## config.mk

```make
export PLATFORM = sky130hd
export DESIGN_NAME = vram_arbiter
export DESIGN_NICKNAME = d
export VERILOG_FILES = /design/src/rtl/vga_pkg.sv /design/src/rtl/vram_wr_fifo.sv /design/src/rtl/vram_arbiter.sv
export SDC_FILE = /design/constraint.sdc
export NUM_CORES = 1
export LEC_CHECK = 0
export CAP_MARGIN = 0
export CORE_AREA = 2 2 173 175
export DETAILED_ROUTE_END_ITERATION = 8
export DIE_AREA = 0 0 175 177
export DONT_BUFFER_PORTS = 1
export MAX_ROUTING_LAYER = met4
export PLACE_DENSITY_LB_ADDON = 0.1
export SYNTH_ARGS = -nofsm -noshare
export SYNTH_HDL_FRONTEND = slang
export SYNTH_HIERARCHICAL = 1
export SYNTH_SLANG_ARGS = --single-unit
```

## constraint.sdc

```tcl
create_clock -name i_clk -period 3.14 [get_ports i_clk]
set_input_delay 0.314 -clock i_clk [delete_from_list [all_inputs] [get_ports i_clk]]
set_output_delay 0.314 -clock i_clk [all_outputs]
set_load 0.02 [all_outputs]
```

## src/rtl/vga_pkg.sv

```systemverilog
// Shared frame-buffer geometry and clear-engine state encoding for the VGA
// video-RAM arbiter.
package vga_pkg;

   localparam int unsigned ADDR_W    = 17;
   localparam int unsigned DATA_W    = 8;
   localparam int unsigned FB_PIXELS = 76800;

   typedef enum logic [1:0] {
      IDLE  = 2'd0,
      DRAIN = 2'd1,
      CLEAR = 2'd2
   } clr_state_t;

endpackage

```

## src/rtl/vram_wr_fifo.sv

```systemverilog
// Small synchronous FIFO holding pending {addr, data} pixel writes until the
// arbiter finds a free RAM slot for them.
module vram_wr_fifo #(
   parameter int unsigned WIDTH = 25,
   parameter int unsigned DEPTH = 4
) (
   input  logic             clk_i,
   input  logic             rst_i,
   input  logic             push_i,
   input  logic [WIDTH-1:0] push_data_i,
   input  logic             pop_i,
   output logic [WIDTH-1:0] head_o,
   output logic             full_o,
   output logic             empty_o
);

   localparam int unsigned PTR_W = (DEPTH > 1) ? $clog2(DEPTH) : 1;

   logic [WIDTH-1:0] mem_q [DEPTH];
   logic [PTR_W-1:0] wr_ptr_q;
   logic [PTR_W-1:0] rd_ptr_q;
   logic [PTR_W:0]   count_q;
   logic             do_push;
   logic             do_pop;

   assign full_o  = (count_q == (PTR_W+1)'(DEPTH));
   assign empty_o = (count_q == '0);
   assign head_o  = mem_q[rd_ptr_q];
   assign do_push = push_i & ~full_o;
   assign do_pop  = pop_i & ~empty_o;

   // Pointers wrap naturally because DEPTH is a power of two.
   always_ff @(posedge clk_i) begin
      if (rst_i) begin
         wr_ptr_q <= '0;
         rd_ptr_q <= '0;
         count_q  <= '0;
      end else begin
         if (do_push) wr_ptr_q <= wr_ptr_q + PTR_W'(1);
         if (do_pop)  rd_ptr_q <= rd_ptr_q + PTR_W'(1);
         case ({do_push, do_pop})
            2'b10:   count_q <= count_q + (PTR_W+1)'(1);
            2'b01:   count_q <= count_q - (PTR_W+1)'(1);
            default: count_q <= count_q;
         endcase
      end
   end

   always_ff @(posedge clk_i) begin
      if (do_push) mem_q[wr_ptr_q] <= push_data_i;
   end

endmodule

```

## src/rtl/vram_arbiter.sv

```systemverilog
// Single-port frame-buffer arbiter: scanout reads own their slots, buffered
// client writes and the clear-screen engine share the remaining cycles.
module vram_arbiter
   import vga_pkg::*;
#(
   parameter int unsigned ADDR_W     = vga_pkg::ADDR_W,
   parameter int unsigned DATA_W     = vga_pkg::DATA_W,
   parameter int unsigned FB_PIXELS  = vga_pkg::FB_PIXELS,
   parameter int unsigned FIFO_DEPTH = 4
) (
   input  logic              i_clk,
   input  logic              i_rst,
   input  logic              i_pix_stb,
   input  logic              i_active,
   input  logic [ADDR_W-1:0] i_xy,
   output logic [DATA_W-1:0] o_pix_data,
   output logic              o_pix_valid,
   input  logic              i_wr_valid,
   output logic              o_wr_ready,
   input  logic [ADDR_W-1:0] i_wr_addr,
   input  logic [DATA_W-1:0] i_wr_data,
   input  logic              i_clear_req,
   input  logic [DATA_W-1:0] i_clear_colour,
   output logic              o_clear_busy,
   output logic              o_clear_done,
   output logic [ADDR_W-1:0] o_ram_addr,
   output logic              o_ram_we,
   output logic [DATA_W-1:0] o_ram_wdata,
   input  logic [DATA_W-1:0] i_ram_rdata
);

   localparam int unsigned       ENT_W     = ADDR_W + DATA_W;
   localparam logic [ADDR_W-1:0] LAST_ADDR = ADDR_W'(FB_PIXELS - 1);

   clr_state_t        state_q, state_d;
   logic [ADDR_W-1:0] clr_addr_q, clr_addr_d;
   logic [DATA_W-1:0] colour_q, colour_d;
   logic [ADDR_W-1:0] ram_addr_q, ram_addr_d;
   logic              ram_we_q, ram_we_d;
   logic [DATA_W-1:0] ram_wdata_q, ram_wdata_d;
   logic              done_q, done_d;
   logic              rd_pend_q;
   logic              pix_valid_q;
   logic [DATA_W-1:0] pix_data_q;

   logic              read_slot;
   logic              fifo_push;
   logic              fifo_pop;
   logic              fifo_full;
   logic              fifo_empty;
   logic [ENT_W-1:0]  fifo_head;
   logic [ADDR_W-1:0] head_addr;
   logic [DATA_W-1:0] head_data;
   logic              head_in_frame;

   assign read_slot     = i_pix_stb & i_active;
   assign o_wr_ready    = ~fifo_full & (state_q == IDLE) & ~i_rst;
   assign fifo_push     = i_wr_valid & o_wr_ready;
   assign head_addr     = fifo_head[ENT_W-1:DATA_W];
   assign head_data     = fifo_head[DATA_W-1:0];
   assign head_in_frame = (32'(head_addr) < FB_PIXELS);

   vram_wr_fifo #(
      .WIDTH (ENT_W),
      .DEPTH (FIFO_DEPTH)
   ) u_wr_fifo (
      .clk_i       (i_clk),
      .rst_i       (i_rst),
      .push_i      (fifo_push),
      .push_data_i ({i_wr_addr, i_wr_data}),
      .pop_i       (fifo_pop),
      .head_o      (fifo_head),
      .full_o      (fifo_full),
      .empty_o     (fifo_empty)
   );

   // Clear FSM plus slot arbitration: read slot > clear engine > FIFO head.
   always_comb begin
      state_d     = state_q;
      clr_addr_d  = clr_addr_q;
      colour_d    = colour_q;
      ram_addr_d  = ram_addr_q;
      ram_we_d    = 1'b0;
      ram_wdata_d = ram_wdata_q;
      done_d      = 1'b0;
      fifo_pop    = 1'b0;

      case (state_q)
         IDLE: begin
            if (i_clear_req) begin
               colour_d = i_clear_colour;
               state_d  = DRAIN;
            end
         end
         DRAIN: begin
            if (fifo_empty) begin
               clr_addr_d = '0;
               state_d    = CLEAR;
            end
         end
         CLEAR: begin
            if (!read_slot) begin
               if (clr_addr_q == LAST_ADDR) begin
                  state_d = IDLE;
                  done_d  = 1'b1;
               end else begin
                  clr_addr_d = clr_addr_q + ADDR_W'(1);
               end
            end
         end
         default: state_d = IDLE;
      endcase

      if (read_slot) begin
         ram_addr_d = i_xy;
      end else if (state_q == CLEAR) begin
         ram_addr_d  = clr_addr_q;
         ram_we_d    = 1'b1;
         ram_wdata_d = colour_q;
      end else if (!fifo_empty) begin
         // Off-frame entries are consumed without touching the RAM.
         fifo_pop = 1'b1;
         if (head_in_frame) begin
            ram_addr_d  = head_addr;
            ram_we_d    = 1'b1;
            ram_wdata_d = head_data;
         end
      end
   end

   always_ff @(posedge i_clk) begin
      if (i_rst) begin
         state_q     <= IDLE;
         clr_addr_q  <= '0;
         colour_q    <= '0;
         ram_addr_q  <= '0;
         ram_we_q    <= 1'b0;
         ram_wdata_q <= '0;
         done_q      <= 1'b0;
         rd_pend_q   <= 1'b0;
         pix_valid_q <= 1'b0;
         pix_data_q  <= '0;
      end else begin
         state_q     <= state_d;
         clr_addr_q  <= clr_addr_d;
         colour_q    <= colour_d;
         ram_addr_q  <= ram_addr_d;
         ram_we_q    <= ram_we_d;
         ram_wdata_q <= ram_wdata_d;
         done_q      <= done_d;
         rd_pend_q   <= read_slot;
         pix_valid_q <= rd_pend_q;
         if (rd_pend_q) pix_data_q <= i_ram_rdata;
      end
   end

   assign o_ram_addr   = ram_addr_q;
   assign o_ram_we     = ram_we_q;
   assign o_ram_wdata  = ram_wdata_q;
   assign o_clear_done = done_q;
   assign o_clear_busy = (state_q != IDLE);
   assign o_pix_valid  = pix_valid_q;
   assign o_pix_data   = pix_data_q;

endmodule

```

# [Yosys cells after proc, flatten, opt, wreduce, memory -nomap -nowiden]
# Memory sizes are Yosys's and may differ from the RTL's. A register that Yosys moved wholly into a read port is not among the register bits.
# Cells that the tools add are included.
[op_classes] bitwise=11 eq_ne=13 n_reduce_logical=14 mux=28 magnitude_cmp=1 addsub=5
[op_table] operator="$mux 17" count=7
[op_table] operator="$pmux 17 s2" count=1
[op_table] operator="$mux 8" count=3
[op_table] operator="$add 17x1->17 const B" count=1
[op_table] operator="$eq 17x17->1 const B" count=1
[op_table] operator="$lt 17x17->1 const B" count=1
[op_table] operator="$mux 2" count=6
[op_table] operator="$ne 2x2->1 const B" count=5
[op_table] operator="$mux 1" count=9
[op_table] operator="$reduce_and 4->1" count=2
[op_table] operator="$reduce_bool 2->1" count=4
[op_table] operator="$and 1x1->1" count=6
[op_table] operator="$pmux 2 s3" count=1
[op_table] operator="$pmux 3 s2" count=1
[op_table] operator="$not 1->1" count=5
[op_table] operator="$add 2x1->2 const B" count=2
[op_table] operator="$eq 2x1->1 const B" count=2
[op_table] operator="$eq 2x2->1 const B" count=2
[op_table] operator="$reduce_and 2->1" count=2
[op_table] operator="$add 3x1->3 const B" count=1
[op_table] operator="$eq 3x3->1 const B" count=1
[op_table] operator="$logic_not 3->1" count=1
[op_table] operator="$ne 3x2->1 const B" count=1
[op_table] operator="$reduce_and 3->1" count=1
[op_table] operator="other kinds (6)" count=6
[word_totals] ramBits=100 regBits=71 word_cells=86 mem_count=1 input_bits=64 out_inout_bits=38
[mem_list] name="u_wr_fifo.mem_q" words=4 width=25 rd=1 rd_ports_with_merged_regs=1 write_ports=1 line_no="vram_wr_fifo.sv:19" text="logic [WIDTH-1:0] mem_q [DEPTH];"

# [Logic depth before layout (Yosys ltp)]
# Gate-level depths: netlist (run 1).
[logic_depth] ltp_word=8 mapped_depth=14 depth_no_buf=13

# [Cells and area by module]
# Netlist (run 1), hierarchy kept.
[modules_own_cells] module="vram_wr_fifo" seq_area_each_um2=3183.1 area_each_um2=4139.0 cells_each=185 n_inst=1
[modules_own_cells] module="vram_arbiter" seq_area_each_um2=1281.2 area_each_um2=3288.2 cells_each=404 n_inst=1

# [Least setup slack after synthesis (run 1)]
# Ideal clock, no wire load.
[synth_timing] path_kind="flip-flop to flip-flop" startpoint="reg state_q[1]" endpoint="mem u_wr_fifo.mem_q[0][0], enable pin" path_buffers=1 synth_period_minus_slack_ns=2.724 stages_incl_launch_ff=9 slack_ns=0.416 t_arrival_ns=2.340 setup_time_ns=0.384 required_time_ns=2.756 path_cell_list="dfxtp_1 buf_2 nor2_1 inv_1 nor3_1 and2_1 inv_1 nor2_2 and2_1"
[synth_between] elab_chain_cells=7
[synth_rtl] element="start, declared" line_no="vram_arbiter.sv:35" text="clr_state_t state_q, state_d;"
[synth_rtl] element="start signal, assigned" line_no="vram_arbiter.sv:144" text="state_q <= state_d;"
[synth_rtl] element="$logic_not 2->1" line_no="vram_arbiter.sv:57" text="assign o_wr_ready = ~fifo_full & (state_q == IDLE) & ~i_rst;"
[synth_rtl] element="$and 1x1->1 (2 in series)" line_no="vram_arbiter.sv:57"
[synth_rtl] element="net o_wr_ready" line_no="vram_arbiter.sv:19" text="output logic o_wr_ready,"
[synth_rtl] element="$and 1x1->1" line_no="vram_arbiter.sv:58" text="assign fifo_push = i_wr_valid & o_wr_ready;"
[synth_rtl] element="net fifo_push" line_no="vram_arbiter.sv:47" text="logic fifo_push;"
[synth_rtl] element="$and 1x1->1" line_no="vram_wr_fifo.sv:29" text="assign do_push = push_i & ~full_o;"
[synth_rtl] element="$mux 1" line_no="vram_wr_fifo.sv:50" text="if (do_push) mem_q[wr_ptr_q] <= push_data_i;"
[synth_rtl] element="$mux 1 (implied by the code)" line_no="vram_wr_fifo.sv:50"
[synth_rtl] element="end, declared" line_no="vram_wr_fifo.sv:19"
# The timed path passes the listed nets, and every way through them passes these cells.

# [Worst setup path in the final report (run 1)]
[layout_timing] startpoint="reg state_q[1]" endpoint="reg u_wr_fifo.count_q[2]"
[layout_between] elab_chain_cells=7 word_cells_on_any_way=13 cone_classes="eq/ne: 3; mux: 3; bitwise: 5; reduce/logical: 2"
[layout_rtl] element="$logic_not 2->1 (*)" line_no="vram_arbiter.sv:57"
[layout_rtl] element="$and 1x1->1 (*) (2 in series)" line_no="vram_arbiter.sv:57"
[layout_rtl] element="$and 1x1->1 (*)" line_no="vram_arbiter.sv:58"
[layout_rtl] element="net fifo_push" line_no="vram_arbiter.sv:47"
[layout_rtl] element="$and 1x1->1 (*)" line_no="vram_wr_fifo.sv:29"
[layout_rtl] element="$eq 2x1->1 / $eq 2x2->1 (equally long branches)" line_no="vram_wr_fifo.sv:41" text="case ({do_push, do_pop})"
[layout_rtl] element="$pmux 3 s2 / $reduce_bool 2->1 (equally long branches)"
[layout_rtl] element="end signal, assigned" line_no="vram_wr_fifo.sv:42" text="2'b10: count_q <= count_q + (PTR_W+1)'(1);"
[layout_rtl] element="end signal, assigned" line_no="vram_wr_fifo.sv:43" text="2'b01: count_q <= count_q - (PTR_W+1)'(1);"
[layout_rtl] element="end signal, assigned" line_no="vram_wr_fifo.sv:44" text="default: count_q <= count_q;"
[layout_rtl] element="end, declared" line_no="vram_wr_fifo.sv:22" text="logic [PTR_W:0] count_q;"
# The timed path passes the listed nets; every way through them passes the cells marked *.
# A chain may end at the register's enable or synchronous reset.

==> metrics.txt, run 1 <==
final period utilization=0.875; core area=29200 um2; dominant synthesized flop cell=edfxtp_1; Startpoint Class=flip-flop; status=completed; IO Pins=about 100; mux contribution to synthesized area=0.117; # port buffers=0; r2r startpoint=state_q[1]$_SDFFE_PP0P_; clock buffer count from CTS=17; fin crit period=roughly 2.7 ns; worst slew pin tran=~0.53 ns; first-pass GRT wire length=between 20000 and 30000 um; critical path's top delay family=simple AND/OR/NAND/NOR gates; grt total ovfl=0; Worst path max stage delay=0.40 ns; Fmax=around 360 MHz; clock tree buffer depth=2; Synthesis Warnings=6; async set-reset flop share out of synthesis=0; CP Max Fanout=10; TNS Setup=0 ns; number of global-route vias before repair=between 4000 and 5000; dominant cells by area after synthesis=edfxtp_1 (40%), dfxtp_1 (20%), mux4_2 (6.1%); total number of vias=~4800; gr usage total=0.133; Final Hold Fails=0; Crit path top cell by count=inv_1; remaining antenna violation count after routing=0; hold path start=i_rst; Setup-failing EPs final=0; number of synthesized register bits=173; cell taking the most area after synthesis=edfxtp_1; setup ws final=about 0.4 ns; Worst Path Buf+Inv=4; post-CTS setup buffers=0; CTS Sinks=173; CTS Root Cell=clkbuf_16; worst skew pair latency=~0.43 ns; hpwl dp=13300 um; post-synthesis simple-gate area fraction=0.121; drt via density=~4.7; synth unique cells=57; CP startpoint=state_q[1]$_SDFFE_PP0P_; sequential share of the synthesized area=0.601; most frequent cells after synthesis=edfxtp_1 (100), dfxtp_1 (73), nand2_1 (49); synthesized area=between 7000 and 8000 um2; DR iter-0 viols=around 360; Slew headroom=0.639; HP Class=in -> reg; # Max-Cap Violations=0; GPL Wtd Cong=between 0.7 and 0.8; Area Growth Syn to Fin=17.3%; count leader, synth=edfxtp_1; Synth Area in XOR/XNOR=0.00354; Worst-path clk slew=roughly 0.070 ns; largest family of logic cells by synthesized area=simple AND/OR/NAND/NOR gates; Remaining DRCs=0; final core utilization=0.298; chip width=around 180 um; syn nets=660; Worst EP arrival=around 3.1 ns; Initial Util=0.254; max-slew violation count=0; Placed Cells=approximately 950; H-Tree Depth=4; crit path capture type=flip-flop; routed length per instance=around 19 um; Slowest-stage cell, CP=dfxtp_1; Synth Area in Compound Gates=0.0979; Final Non-Filler Cells=roughly 1000; adder-cell share of the synthesized area=0.0128; Crit path required time=roughly 3.5 ns; TritonCTS clock tree=done; Post-Syn Instances=between 500 and 600; Pleak=about 2.9 nW; CP Cell Sequence=nor2_1 > inv_1 > nor3_1 > and2_1 > inv_1 > nor2_2 > inv_1 > ha_1 > inv_1 > fa_1 > xor2_1 > or3_1 > a21oi_1; FP Rows=63; largest net degree at the start of global routing=55; Detailed Route WL=just under 20000 um; CP Class=reg -> reg; fraction of layout cells with a size suffix above 1=0.135; unrepaired setup endpoints after global routing=no; Pwr Density=between 600 and 700 nW/um2; Nets=~680; chip height=~180 um; Synth top area share=0.404; Peak VDD IR=~340 uV; initial antenna violation count=1; syn_area_per_cell=~13 um2; clk_skew=roughly 0.014 ns; number of synthesized flops with an enable pin=100; pre-CTS setup slack=0.426 ns; first-pass iteration count of the detailed router=4; die area=between 30000 and 40000 um2
-- worst paths after layout --
path	to	slack, ns	cells after the start
setup / recovery	u_wr_fifo/count_q[2]$_SDFFE_PP0P_	0.39	13
hold / removal	state_q[1]$_SDFFE_PP0P_	0.03	1
setup reg to reg	u_wr_fifo/count_q[2]$_SDFFE_PP0P_	0.39	13
hold reg to reg	colour_q[1]$_SDFFE_PP0P_	0.46	2
-- cells in the final DEF, fill, tap and decap left out, drive strengths merged, types with 5 or more instances in the layout --
cell type | synthesis | layout
a21oi | 31 | 31
o21ai | 7 | 7
edfxtp | 100 | 100
a221o | 17 | 17
clkbuf | 26 | 17
nor3 | 8 | 8
or3 | 9 | 9
nor4 | 5 | 5
mux4 | 25 | 25
o211ai | 12 | 12
mux2i | 29 | 29
nor2 | 39 | 39
and2 | 7 | 7
dlygate4sd3 | 0 | 27
ha | 6 | 6
buf | 18 | 20
nand4 | 5 | 5
or4 | 7 | 7
nand2 | 49 | 49
and3 | 9 | 9
a221oi | 8 | 8
inv | 31 | 39
nand3 | 29 | 29
dfxtp | 73 | 73
-- power by group --
group          internal [mW]  switching, mW
registers               2.51          0.151
logic                  0.240          0.347
clock network           1.19          0.946
total                   3.94           1.44
-- stage by stage --
stage	cell area [um2]	total power, mW	hold slack, ns
3_3_place_gp	7830	3.25	0.391
3_5_place_dp	7830	3.26	0.393
2_1_floorplan	7430	3.09	0.413
4_1_cts	8710	5.47	0.00326
5_1_grt	8710	5.62	0.0167
6_report	8710	5.38	0.0281
-- logic make-up (layout without fill, tap and decap cells) --
group	Yosys count	after routing
buffers and inverters	75	108
and+or+nand+nor	179	179
adders and majority gates	7	7
muxes	54	54
DFF	173	173
other	0	1
xor gates and xnor gates	3	3
AOI/OAI and AO/OA	98	98
-- routing by layer --
layer / GRT usage / part of all wire / wire [um] / vias to the layer above
li1: - / - / - / 2269
met1: 0.165 / 0.46 / 8990 / 2410
met2: 0.218 / 0.50 / 9740 / 76
met4: 0.0365 / 0.011 / 208 / 0
met5: - / 0 / 0 / -
met3: 0.0284 / 0.034 / 662 / 9
-- sequential cells by signal, indices dropped and copies added (netlist names), named ones only --
register,cells
o_ram_addr,17
u_wr_fifo/mem_q,100
rd_pend_q,1
o_pix_data,8
u_wr_fifo/wr_ptr_q,2
o_ram_wdata,8
o_clear_done,1
o_pix_valid,1
clr_addr_q,17
u_wr_fifo/rd_ptr_q,2
u_wr_fifo/count_q,3
state_q,2
colour_q,8
o_ram_we,1
-- what timing repair did --
item                                   in CTS  in global routing
hold buffers                               28                  0
gates resized for setup                     0                  0
endpoints found under the hold margin     155                  0
-- final cells by class --
class,instances,area (um2)
clock buffers,17,425
inverters,31,116
flip-flops and latches,173,4460
multi-input cells,341,2620
fillers,2957,20500
diodes,1,2.50
well taps,390,488
repair buffers,47,440
clock inverters,13,155
No activity file was read; power rests on OpenSTA's default activity.
==> run 2, diff against run 1 <==
Settings changed: ABC_AREA set to 1, GPL_ROUTABILITY_DRIVEN set to 0.
==> metrics.txt, run 2 <==
routed length per instance=between 15 and 20 um; HP Class=in -> reg; CTS Sinks=roughly 170; Switching Fraction=0.349; Crit path required time=between 3 and 4 ns; remaining antenna violation count after routing=0; fin crit period=roughly 2.4 ns; internal power=~4.3 mW; Worst EP arrival=between 2 and 3 ns; grt total ovfl=0; CP Class=reg -> reg; dominant cells by area after synthesis=edfxtp_1 (40%), dfxtp_1 (20%), o21ai_0 (6.9%); clock buffer count from CTS=17; hpwl dp=14500 um; worst skew pair latency=approximately 0.43 ns; Synthesis Warnings=6; number of global-route vias before repair=~5500; die area=31000 um2; initial antenna violation count=1; number of synthesized flops with an enable pin=100; CTS-repair resized insts=0; Slowest-stage cell, CP=fa_1; worst r2r dst=u_wr_fifo/count_q[1]$_SDFFE_PP0P_; total number of vias=around 5600; TNS Setup=0 ns; Pleak=~3.2 nW; Fmax=424 MHz; Final Hold Fails=0; Hold Path Depth=2; Worst path max stage delay=slightly above 0.4 ns; CTS Root Cell=clkbuf_16; final instance area=8810 um2; Worst-path clk slew=around 0.070 ns; # port buffers=0; Initial Util=0.255; most common cell after layout, fill and taps aside=nand2_1; Register-to-Register Path Depth=10; syn_area_per_cell=around 9.2 um2; IO Pins=~100; H-Tree Depth=4; Nets=approximately 910; Peak VDD IR=approximately 360 uV; cell taking the most area after synthesis=edfxtp_1; status=completed; CP Max Fanout=7; DR iter-0 viols=about 390; Setup-failing EPs final=0; synth unique cells=37; hold path start=i_ram_rdata[1]; Post-Syn Instances=just over 800; chip width=between 150 and 200 um; Clock power frac=0.333; Slew headroom=0.467; clk_skew=about 0.012 ns; largest net degree at the start of global routing=36; FP Rows=63; Detailed Route WL=21500 um; DP Area=just under 8000 um2; most frequent cells after synthesis=nand2_1 (132), nor2_1 (114), o21ai_0 (103); top register by number of flip-flops=u_wr_fifo/mem_q; Pwr Density=758 nW/um2; first-pass iteration count of the detailed router=4; Sw Pwr=2.33 mW; count leader, synth=nand2_1; chip height=about 180 um; number of synthesized register bits=around 170; clock tree buffer depth=2; Remaining DRCs=0; async set-reset flop share out of synthesis=0; # Max-Cap Violations=0; r2r startpoint=state_q[1]$_SDFFE_PP0P_; syn nets=882; Flop pwr share=0.443; max FFs per register=100; Synth top area share=0.402; gr usage total=0.146; core area=~29000 um2; sequential share of the synthesized area=0.598; Area Growth Syn to Fin=18.0%; Combinational Power Share=0.224; worst slew pin tran=between 0.7 and 0.8 ns; Startpoint Class=flip-flop; first-pass GRT wire length=about 33000 um; dominant synthesized flop cell=edfxtp_1; CP Cell Sequence=nor2_1 > inv_1 > nor3_1 > buf_4 > and2_1 > nand2_4 > ha_1 > inv_1 > fa_1 > a21oi_1; drt via density=about 4.5; final hold slack=0.0252 ns; crit path capture type=flip-flop; unrepaired setup endpoints after global routing=no; WHS Endpoint=o_pix_data[1]$_SDFFE_PP0P_; final period utilization=0.750; most frequent cells in the layout=nand2_1 (132), nor2_1 (110), o21ai_0 (103); Pwr Total=approximately 6.7 mW; fraction of layout cells with a size suffix above 1=0.0965; synthesized area=~7500 um2; max-slew violation count=0; Worst R2R Setup Slack=roughly 0.78 ns; Crit path top cell by count=inv_1; TritonCTS clock tree=done
run 2: cell types whose count changed in the layout (fill, tap and decap cells not counted), sizes merged, moves of 12 or more:
cell    delta
a21oi     +24
o211ai    -12
nand2     +92
nor2      +79
mux2i     -29
inv       +36
mux4      -25
o21ai    +111
o22ai     +23
a221o     -17
nand3     +19
run 2: cell type report:
cell class                      instances  area (um2)
Inverter                               70         268
Clock buffer                           18         429
Multi-Input combinational cell        530        2550
Antenna cell                            1        2.50
Clock inverter                         13         178
Timing Repair Buffer                   46         425
Tap cell                              390         488
Sequential cell                       173        4460
Fill cell                            3049       20400
run 2: how the worst max path moves through the flow:
stage | endpoint | start | slack, ns
2_1_floorplan | u_wr_fifo/mem_q[0][0]$_DFFE_PP_ | state_q[1]$_SDFFE_PP0P_ | 0.17
3_3_place_gp | u_wr_fifo/count_q[1]$_SDFFE_PP0P_ | state_q[1]$_SDFFE_PP0P_ | 0.74
3_5_place_dp | u_wr_fifo/count_q[1]$_SDFFE_PP0P_ | state_q[1]$_SDFFE_PP0P_ | 0.72
4_1_cts | u_wr_fifo/count_q[1]$_SDFFE_PP0P_ | state_q[1]$_SDFFE_PP0P_ | 0.70
5_1_grt | u_wr_fifo/count_q[2]$_SDFFE_PP0P_ | state_q[1]$_SDFFE_PP0P_ | 0.39
6_report | u_wr_fifo/count_q[1]$_SDFFE_PP0P_ | state_q[1]$_SDFFE_PP0P_ | 0.78
run 2: repair_timing:
item | 4_1_cts | 5_1_grt
hold buffers | 28 | 0
buffers inserted | 0 | 0
hold endpoints to repair | 132 | 0
run 2: layer usage:
metal	part of all wire	routed length, um	vias to the layer above	global-route usage
met3	0.040	850	13	0.0266
met1	0.48	10200	2637	0.194
met4	0.0096	207	0	0.0368
met2	0.47	10200	101	0.230
met5	0	0	-	-
li1	-	-	2809	-
run 2: worst max-delay path: cells and delay by family (launching register included):
kind | cells | cell delay (ns)
compound gates | 1 | 0.14
fa+ha+maj | 2 | 0.64
buf+inv | 3 | 0.44
flops | 1 | 0.35
simple gates | 4 | 0.72
run 2: power groups by stage:
stage / clock [mW] / sequential [mW] / combinational, mW
floorplan: 0 / 2.94 / 1.07
finish: 2.22 / 2.96 / 1.50
CTS: 2.28 / 2.97 / 1.54
global placement: 0 / 3.03 / 1.49
detailed placement: 0 / 3.02 / 1.48
global route: 2.38 / 2.99 / 1.72
run 2: stage by stage:
step	utilization	setup slack, ns	std cells
after floorplan	-	0.173	811
after global placement	0.270	0.743	1181
after detailed placement	0.270	0.725	1181
after CTS	0.301	0.705	1240
after global routing	0.301	0.394	1241
final	0.301	0.783	1241
run 2: kinds of logic after synthesis:
| kind of cell | share of synthesized area |
|---|---|
| buf+inv | 0.0615 |
| simple gates | 0.184 |
| fa+ha+maj | 0.0127 |
| compound gates | 0.141 |
| xor+xnor | 0.00352 |
| flops | 0.598 |
